==> src/rtl/tlb_assoc_asid.sv <==
// Fully-associative Sv39 TLB with ASID tags, 2M/1G superpages, selective sfence.vma flush
// and round-robin refill. Misses go to the page-table walker; dirty writes go through the BIU.
module tlb_assoc_asid #(
  parameter int ENTRIES = 8,
  parameter int ASID_W  = 16
) (
  input  logic              clk,
  input  logic              rst,
  input  logic              vm_on,
  input  logic              mxr,
  input  logic              sum,
  input  logic [3:0]        priv,
  input  logic [ASID_W-1:0] asid,
  input  logic              read,
  input  logic              write,
  input  logic              execute,
  input  logic [63:0]       addr_va,
  output logic [63:0]       addr_pa,
  output logic              pte_c,
  output logic              tlb_ready,
  output logic              load_page_fault,
  output logic              store_page_fault,
  output logic              ins_page_fault,
  output logic              ptw_req,
  output logic [63:0]       ptw_va,
  input  logic              ptw_ack,
  input  logic              ptw_fault,
  input  logic [63:0]       ptw_pte,
  input  logic [63:0]       ptw_pte_pa,
  input  logic [1:0]        ptw_level,
  output logic              wt_req,
  output logic [63:0]       wt_pte,
  output logic [63:0]       wt_pte_pa,
  input  logic              wt_ack,
  input  logic              flush,
  input  logic              flush_va_en,
  input  logic              flush_asid_en,
  input  logic [63:0]       flush_va,
  input  logic [ASID_W-1:0] flush_asid,
  output logic [1:0]        state_dbg
);

  localparam int IW = $clog2(ENTRIES);

  typedef enum logic [1:0] {S_IDLE, S_WALK, S_WT, S_FAULT} state_t;

  state_t state_q, state_d;
  logic   drop;
  logic [IW-1:0] rr_ptr, wt_idx;

  logic [ENTRIES-1:0] e_valid;
  logic [26:0]        e_vpn    [ENTRIES];
  logic [ASID_W-1:0]  e_asid   [ENTRIES];
  logic [1:0]         e_lvl    [ENTRIES];
  logic [43:0]        e_ppn    [ENTRIES];
  logic [63:0]        e_pte    [ENTRIES];
  logic [63:0]        e_pte_pa [ENTRIES];

  logic               translate, access;
  logic [26:0]        va_vpn, flush_vpn;
  logic               hit, perm_ok, need_wt, misaligned;
  logic [IW-1:0]      hit_idx, free_idx, fill_idx;
  logic               free_found, fill_en, wt_done;
  logic [43:0]        ppn_eff;
  logic [63:0]        hit_pa;
  logic [ENTRIES-1:0] flush_hit;
  logic               unused_ok;

  // Superpage leaves ignore the low VPN slices they cover.
  function automatic logic vpn_match(input logic [26:0] a, input logic [26:0] b,
                                     input logic [1:0] lvl);
    logic [26:0] m;
    m = '1;
    if (lvl != 2'd0) m[8:0] = '0;
    if (lvl[1]) m[17:0] = '0;
    return ((a ^ b) & m) == 27'd0;
  endfunction

  assign translate = vm_on & ~priv[3];
  assign access    = read | write | execute;
  assign va_vpn    = addr_va[38:12];
  assign flush_vpn = flush_va[38:12];
  assign ptw_va    = addr_va;
  assign state_dbg = state_q;
  assign unused_ok = ^{priv[2], flush_va[63:39], flush_va[11:0]};

  // Descending scan so the lowest matching index is the one left standing.
  always_comb begin
    hit        = 1'b0;
    hit_idx    = '0;
    free_found = 1'b0;
    free_idx   = '0;
    for (int i = ENTRIES - 1; i >= 0; i--) begin
      if (e_valid[i] && vpn_match(e_vpn[i], va_vpn, e_lvl[i]) &&
          (e_pte[i][5] || e_asid[i] == asid)) begin
        hit     = 1'b1;
        hit_idx = IW'(i);
      end
      if (!e_valid[i]) begin
        free_found = 1'b1;
        free_idx   = IW'(i);
      end
    end
  end

  assign fill_idx = free_found ? free_idx : rr_ptr;

  always_comb begin
    ppn_eff = e_ppn[hit_idx];
    if (e_lvl[hit_idx] != 2'd0) ppn_eff[8:0] = addr_va[20:12];
    if (e_lvl[hit_idx][1]) ppn_eff[17:0] = addr_va[29:12];
    hit_pa = {{8{ppn_eff[43]}}, ppn_eff, addr_va[11:0]};
  end

  always_comb begin
    perm_ok = 1'b1;
    if (priv[0] && !e_pte[hit_idx][4]) perm_ok = 1'b0;
    if (priv[1] && e_pte[hit_idx][4] && (!sum || execute)) perm_ok = 1'b0;
    if (read && !(e_pte[hit_idx][1] || (e_pte[hit_idx][3] && mxr))) perm_ok = 1'b0;
    if (write && !e_pte[hit_idx][2]) perm_ok = 1'b0;
    if (execute && !e_pte[hit_idx][3]) perm_ok = 1'b0;
  end

  assign need_wt    = write && (!e_pte[hit_idx][7] || !e_pte[hit_idx][6]);
  assign misaligned = (ptw_level == 2'd1 && ptw_pte[18:10] != 9'd0) ||
                      (ptw_level[1] && ptw_pte[27:10] != 18'd0);

  always_comb begin
    for (int i = 0; i < ENTRIES; i++) begin
      flush_hit[i] = (!flush_va_en || vpn_match(e_vpn[i], flush_vpn, e_lvl[i])) &&
                     (!flush_asid_en || (e_asid[i] == flush_asid && !e_pte[i][5]));
    end
  end

  // ptw_req / wt_req are level requests: raised on entry to WALK / WT and held until
  // the matching ack (or ptw_fault); dropping translation abandons them.
  always_comb begin
    state_d          = state_q;
    addr_pa          = addr_va;
    pte_c            = 1'b0;
    tlb_ready        = 1'b0;
    load_page_fault  = 1'b0;
    store_page_fault = 1'b0;
    ins_page_fault   = 1'b0;
    ptw_req          = 1'b0;
    wt_req           = 1'b0;
    if (!translate) begin
      state_d   = S_IDLE;
      tlb_ready = access;
    end else begin
      if (hit) begin
        addr_pa = hit_pa;
        pte_c   = e_pte[hit_idx][63];
      end
      case (state_q)
        S_IDLE: begin
          if (access) begin
            if (!hit) begin
              state_d = S_WALK;
            end else if (!perm_ok) begin
              load_page_fault  = read;
              store_page_fault = write;
              ins_page_fault   = execute;
            end else if (need_wt) begin
              state_d = S_WT;
            end else begin
              tlb_ready = 1'b1;
            end
          end
        end
        S_WALK: begin
          ptw_req = 1'b1;
          if (ptw_fault) state_d = S_FAULT;
          else if (ptw_ack) state_d = (!(drop || flush) && misaligned) ? S_FAULT : S_IDLE;
        end
        S_WT: begin
          wt_req = 1'b1;
          if (wt_ack) state_d = S_IDLE;
        end
        default: begin
          load_page_fault  = read;
          store_page_fault = write;
          ins_page_fault   = execute;
          state_d          = S_IDLE;
        end
      endcase
    end
  end

  assign wt_pte    = (state_q == S_WT) ? (e_pte[wt_idx] | 64'h00C0) : 64'd0;
  assign wt_pte_pa = (state_q == S_WT) ? e_pte_pa[wt_idx] : 64'd0;

  assign fill_en = translate && state_q == S_WALK && ptw_ack && !ptw_fault &&
                   !drop && !flush && !misaligned;
  assign wt_done = translate && state_q == S_WT && wt_ack && !drop && !flush;

  always_ff @(posedge clk or negedge rst) begin
    if (!rst) begin
      state_q <= S_IDLE;
      drop    <= 1'b0;
      rr_ptr  <= '0;
      wt_idx  <= '0;
      e_valid <= '0;
    end else begin
      state_q <= state_d;
      // A flush seen while a walk/write-through is outstanding poisons its completion.
      drop <= ((state_q == S_WALK || state_q == S_WT) && state_d == state_q) ?
              (drop | flush) : 1'b0;
      if (state_q == S_IDLE && state_d == S_WT) wt_idx <= hit_idx;
      if (flush) begin
        for (int i = 0; i < ENTRIES; i++) begin
          if (flush_hit[i]) e_valid[i] <= 1'b0;
        end
      end
      if (fill_en) begin
        e_valid[fill_idx] <= 1'b1;
        if (!free_found) rr_ptr <= rr_ptr + 1'b1;
      end
    end
  end

  always_ff @(posedge clk) begin
    if (fill_en) begin
      e_vpn[fill_idx]    <= va_vpn;
      e_asid[fill_idx]   <= asid;
      e_lvl[fill_idx]    <= ptw_level;
      e_ppn[fill_idx]    <= ptw_pte[53:10];
      e_pte[fill_idx]    <= ptw_pte;
      e_pte_pa[fill_idx] <= ptw_pte_pa;
    end
    if (wt_done) e_pte[wt_idx] <= e_pte[wt_idx] | 64'h00C0;
  end

endmodule

==> config.mk <==
export PLATFORM = sky130hd
export DESIGN_NAME = tlb_assoc_asid
export DESIGN_NICKNAME = d
export VERILOG_FILES = /design/src/rtl/tlb_assoc_asid.sv
export SDC_FILE = /design/constraint.sdc
export NUM_CORES = 2
export LEC_CHECK = 0
export CORE_ASPECT_RATIO = 0.5
export CORE_UTILIZATION = 50
export CTS_BUF_LIST = sky130_fd_sc_hd__clkbuf_4 sky130_fd_sc_hd__clkbuf_8
export CTS_CLUSTER_DIAMETER = 150
export DETAILED_ROUTE_END_ITERATION = 12
export PLACE_DENSITY = 0.79
export SYNTH_ARGS = -nofsm -noshare
export SYNTH_HDL_FRONTEND = slang
export SYNTH_SLANG_ARGS = --single-unit
==> constraint.sdc <==
create_clock -name clk -period 38.2 [get_ports clk]
set_input_delay 7.64 -clock clk [delete_from_list [all_inputs] [get_ports clk]]
set_output_delay 7.64 -clock clk [all_outputs]
set_load 0.02 [all_outputs]
; ---- Yosys cells after proc, flatten, opt, wreduce, memory -nomap -nowiden
; Memory sizes are Yosys's and may differ from the RTL's.
; Index checks and enable logic that the tools add are counted.
[totals]
latch_bits = 0
mem_count = 6
wordCells = 330
ff_bits = 17
ram_bits = 1736
romBits = 0
inputBits = 308
[op_classes]
div = 0
n_reduce_logical = 139
mux = 117
mul = 0
n_shift = 0
bitwise = 39
magnitude_cmp = 2
eq_ne = 21
add_sub_neg = 1
[memory_table]
columns = memory, words, width, read_ports, rd_clocked_by_memory_dff, write_ports, line_no
row1 = e_pte, 8, 64, 10, 0, 1, 56  ; logic [63:0] e_pte [ENTRIES];
row2 = e_pte_pa, 8, 64, 1, 0, 1, 57  ; logic [63:0] e_pte_pa [ENTRIES];
row3 = e_ppn, 8, 44, 1, 0, 1, 55  ; logic [43:0] e_ppn [ENTRIES];
row4 = e_vpn, 8, 27, 8, 0, 1, 52  ; logic [26:0] e_vpn [ENTRIES];
row5 = e_asid, 8, 16, 8, 0, 1, 53  ; logic [ASID_W-1:0] e_asid [ENTRIES];
row6 = e_lvl, 8, 2, 9, 0, 1, 54  ; logic [1:0] e_lvl [ENTRIES];
[ops]
columns = op, n
row1 = bitwise AND 27 bit, 16
row2 = logical NOT 27 bit, 16
row3 = XOR 27 bit, 16
row4 = two-way mux 64 bit, 5
row5 = equality test 16 bit, 16
row6 = two-way mux 18 bit, 9
row7 = two-way mux 9 bit, 9
row8 = OR reduction 64 bit, 1
row9 = two-way mux 1 bit, 60
row10 = logical AND 1 bit, 56
row11 = two-way mux 3 bit, 18
row12 = logical OR 1 bit, 30
row13 = logical NOT 1 bit, 22
row14 = two-way mux 2 bit, 9
row15 = nonzero test 18 bit, 1
row16 = nonzero test 2 bit, 9
row17 = two-way mux 8 bit, 2
row18 = nonzero test 9 bit, 1
row19 = OR 8 bit, 1
row20 = one-hot mux 1 bit (2 select lines), 3
row21 = one-hot mux 2 bit (3 select lines), 1
row22 = "equality test 2 x 1 -> 1 bit, second input constant", 2
row23 = "equality test 2 bit, second input constant", 2
row24 = "< comparator 3 x 4 -> 1 bit, second input constant", 1
row25 = 10 further kinds, 13

; ---- Logic depth before layout (Yosys ltp)
; An unclocked memory read counts as a cell.
[logic_depth]
ltp_word = 31
depth_mapped = 17
mapped_depth_nobuf = 13

; ---- Worst setup path before layout
; No wires, ideal clock.
[synth_timing]
path_kind = input-to-reg
startpoint = input port ptw_pte[12]
endpoint = memory e_asid[0][0], enable pin
arrival_time_ns = 19.268
required_time_ns = 37.345
path_stages = 8
path_slack_ns = 18.076
setup_ns = 0.855
n_path_buf = 1
cell_sequence = nor4_1 nand3_1 nand4b_1 a22oi_1 and4_1 clkbuf_1 nand2_1 nor3_1
[synth_via]
elab_chain_len = 7
[synth_rtl]
columns = item, line_no
row1 = "start, declared", 28  ; input logic [63:0] ptw_pte,
row2 = nonzero test 18 bit or nonzero test 9 bit (tied branches), "126, 125"
row3 = "logical AND 1 bit, on equally long branches", "126, 125"
row4 = logical OR 1 bit (*), 125  ; assign misaligned = (ptw_level == 2'd1 && ptw_pte[18:10] != 9'd0) ||
row5 = logical NOT 1 bit (*), 194  ; !drop && !flush && !misaligned;
row6 = logical AND 1 bit (*), 194
row7 = two-way mux 1 bit (*), 223  ; if (fill_en) begin
row8 = two-way mux 1 bit (not written as such) (*), 225  ; e_asid[fill_idx] <= asid;
row9 = "end, declared", 53
; Mark *: on every way between the ends. The rest lies on a longest branch, timed or not.

; ---- Worst setup path in the final report
[layout_timing]
startpoint = input port asid[3]
endpoint = output port ins_page_fault
[layout_via]
elab_chain_len = 24
[layout_rtl]
columns = item, line_no
row1 = "start, declared", 13  ; input logic [ASID_W-1:0] asid,
row2 = equality test 16 bit, 95  ; (e_pte[i][5] || e_asid[i] == asid)) begin
row3 = logical OR 1 bit, 95
row4 = logical AND 1 bit, 94  ; if (e_valid[i] && vpn_match(e_vpn[i], va_vpn, e_lvl[i]) &&
row5 = two-way mux 3 bit (8 in series), 94
row6 = memory (8 x 64 bit), -
row7 = logical NOT 1 bit or logical AND 1 bit (tied branches), "117, 119"
row8 = logical AND 1 bit or logical OR 1 bit (tied branches), "117, 119"
row9 = two-way mux 1 bit or logical NOT 1 bit (tied branches), "117, 119"
row10 = two-way mux 1 bit or logical AND 1 bit (tied branches), "118, 119"
row11 = two-way mux 1 bit, 119  ; if (read && !(e_pte[hit_idx][1] || (e_pte[hit_idx][3] && mxr))) perm_ok = 1'b0;
row12 = two-way mux 1 bit, 120  ; if (write && !e_pte[hit_idx][2]) perm_ok = 1'b0;
row13 = two-way mux 1 bit, 121  ; if (execute && !e_pte[hit_idx][3]) perm_ok = 1'b0;
row14 = two-way mux 1 bit, 160  ; end else if (!perm_ok) begin
row15 = two-way mux 1 bit (*), 158  ; if (!hit) begin
row16 = two-way mux 1 bit (*), 157  ; if (access) begin
row17 = one-hot mux 1 bit (2 select lines) (*), 155  ; case (state_q)
row18 = two-way mux 1 bit (*), 147  ; if (!translate) begin
row19 = "end, declared", 23  ; output logic ins_page_fault,
; Marks and branches as above.

==> run metrics <==
Worst-path clk slew=~70 ps; Starting Density=0.505; largest area contributor in the netlist=edfxtp_1; Data required, critical path=~30000 ps; CTS root buf=clkbuf_8; Layout Nets=between 5000 and 6000; DRT Pass-1 Iters=5; skew final=roughly 60 ps; Leak=28.1 nW; clk buf depth=4; HP Class=register to register; Crit path depth=14; setup slack on the worst flop-to-flop path=~32000 ps; Site Rows=100; clk_lat worst skew=990 ps; worst r2r src=e_asid[5][4]$_DFFE_PP_; Post-CTS Setup Bufs=0; fin crit share=0.585; EDFF count, synth=~1700; placed insts=6828; most used cell, CP=clkdlybuf4s50_1; RSZ-0062 raised after global routing=no; slowest CP cell=clkdlybuf4s50_1; WP buf/inv=2; Worst Setup SP=asid[3]; syn_area_per_cell=roughly 16 sq um; commonest cells after routing, fill and taps aside=edfxtp_1, clkdlybuf4s50_1, xor2_1, nand2_1, clkbuf_8; CTS tree=done; worst hold stages=1; Mapped Cells=between 4000 and 5000; # DRC=0; Starting DRT DRC Count=approximately 4600; DR WL/cell=between 20 and 30 microns; Post-DP HPWL=about 120 mm; maximum vdd drop=about 0.000035 V; largest net degree at the start of global routing=between 100 and 150; fmax=between 40 and 50 MHz; worst-margin pin slew=~1300 ps; vias per cell=around 6; Setup Viol. Count Final=0; clk sinks=1753; Final min period=roughly 22000 ps; first-pass GRT wire length=280 mm; port bufs=roughly 500; Hold Path Sink=rr_ptr[2]$_DFFE_PN0P_; Hold Crit Start=rr_ptr[2]$_DFFE_PN0P_; antenna violation net count after detailed routing=0; max-cap violations=0; global placement routability congestion=approximately 0.91; fraction of layout cells with a size suffix above 1=0.153; CP max FO=16; Synth Register Bits=roughly 1800; CTS Buf Count=about 270; PnR worst setup slack=roughly 16000 ps; reg2reg end=wt_idx[2]$_DFFE_PN0P_; critical-path cell list=clkdlybuf4s50_1, xor2_1, nor4_1, a41oi_1, nor3_1, o211ai_1, a221oi_2, o21a_4, nor2_1, o22ai_1, mux2i_1, and3_1, o31ai_1, clkdlybuf4s50_1; post-synth top area share=0.693; Area Overhead vs Synth=15.5%; Slew HR=0.151; Worst setup SP type=input port; antenna violations before repair=23; WHS=a little under 500 ps; crit end category=output pin; pwr/cell area=approximately 45 nW/um^2; register area share after synthesis=0.698; Primary FF master, synth=edfxtp_1; Final Hold Fails=0; most common cell after layout, fill and taps aside=edfxtp_1; synth unique cells=between 60 and 70; H-tree level count=5; PostCTS Resize Cnt=0; status=completed; Setup WS pre-CTS=between 15000 and 20000 ps; Fin Setup TNS=0 ps; Die Area=152000 sq um; critical path type=input port to output pin; IO Pins=around 570; asr flop ratio synth=0.00970; Reg2Reg Depth=13; fin. max-slew vios=0; critical path arrival=~15000 ps; yosys warns=0; final std cells w/o fill=7291; die extent in x=roughly 550 microns; synthesized area=around 75000 sq um; syn_nets=around 5000; Final Routed Wirelength=around 190 mm; top cell family by delay on the critical path=compound AO/OA/AOI/OAI gates; hold buffer count at cts=0; die height=around 280 microns; GRT Total Usage=0.249; core area=~150000 sq um; Worst path max stage delay=between 800 and 900 ps; DR vias=approximately 43000; ranking of synthesized cells by area=edfxtp_1, mux4_2, xor2_1; vias in the first global route=~44000; GRT overflow=0
synthesized netlist by cell type (all sizes together), types with 10 or more instances:
cell	count
o21ai	60
xor2	462
and3	76
nand4	64
edfxtp	1736
a41oi	14
or3	15
nand2	285
dfrtp	17
nand3	46
nor3	36
mux4	252
nor2	238
inv	13
clkbuf	140
mux2i	242
a211oi	43
a21oi	148
mux2	21
o41ai	10
xnor2	228
buf	199
nor4	123
a31oi	12
logic make-up (layout without fill, tap and decap cells):
logic type                 after synthesis  in the layout  synth area share
AOI/OAI and AO/OA                      353            353            0.0294
xor gates and xnor gates               690            690            0.0803
adders and majority gates                5              5          0.000831
buffers and inverters                  352           1053            0.0228
DFF                                   1753           1753             0.698
muxes                                  515            515             0.111
other                                    0             19                 0
and+or+nand+nor                        914            914            0.0578
state kept, by name (all words and copies together) (netlist names), 2 cells and up:
| register | cells |
|---|---|
| e_asid | 128 |
| e_lvl | 16 |
| e_ppn | 352 |
| e_pte | 512 |
| e_pte_pa | 512 |
| e_valid | 8 |
| e_vpn | 216 |
| rr_ptr | 3 |
| state_dbg | 2 |
| wt_idx | 3 |
per-stage QoR:
stage | power (mW) | cell area (sq um) | utilization
floorplan | 2.35 | 75300 | -
global placement | 2.44 | 82000 | 0.550
detailed placement | 2.44 | 82000 | 0.550
CTS | 3.89 | 86900 | 0.583
global route | 3.99 | 87000 | 0.583
finish | 3.87 | 87000 | 0.583
worst max path at each step:
stage                              to
4_1_cts               load_page_fault
5_1_grt               load_page_fault
6_report               ins_page_fault
3_5_place_dp          load_page_fault
3_3_place_gp          load_page_fault
2_1_floorplan  e_asid[0][0]$_DFFE_PP_
cell type report:
cell class / count / area, sq um
antenna: 19 / 47.5
clock buffer: 374 / 4580
clock inverter: 70 / 332
fill: 10800 / 62200
inverter: 13 / 51.3
multi-input combinational: 2477 / 21200
sequential: 1753 / 52600
tap: 1989 / 2490
timing repair buffer: 596 / 5750
layer usage:
metal	track usage	up-vias	wire [microns]
li1	-	18600	-
met3	0.0421	412	15500
met5	0	-	20
met1	0.327	22000	73700
met4	0.109	2	7220
met2	0.410	2129	95000
power breakdown:
part	switching (mW)	total [mW]	internal [mW]
sequential	0.00695	2.12	2.11
clock	0.693	1.47	0.776
combinational	0.150	0.283	0.133
total	0.850	3.87	3.02
worst register-to-register path: cells and delay by family (launching register included):
| kind | cells | cell delay [ps] |
|---|---|---|
| AOI/OAI and AO/OA | 5 | 2540 |
| xor gates and xnor gates | 1 | 190 |
| DFF | 1 | 440 |
| muxes | 2 | 1030 |
| and+or+nand+nor | 5 | 1630 |
(Power assumes the default switching activity.)
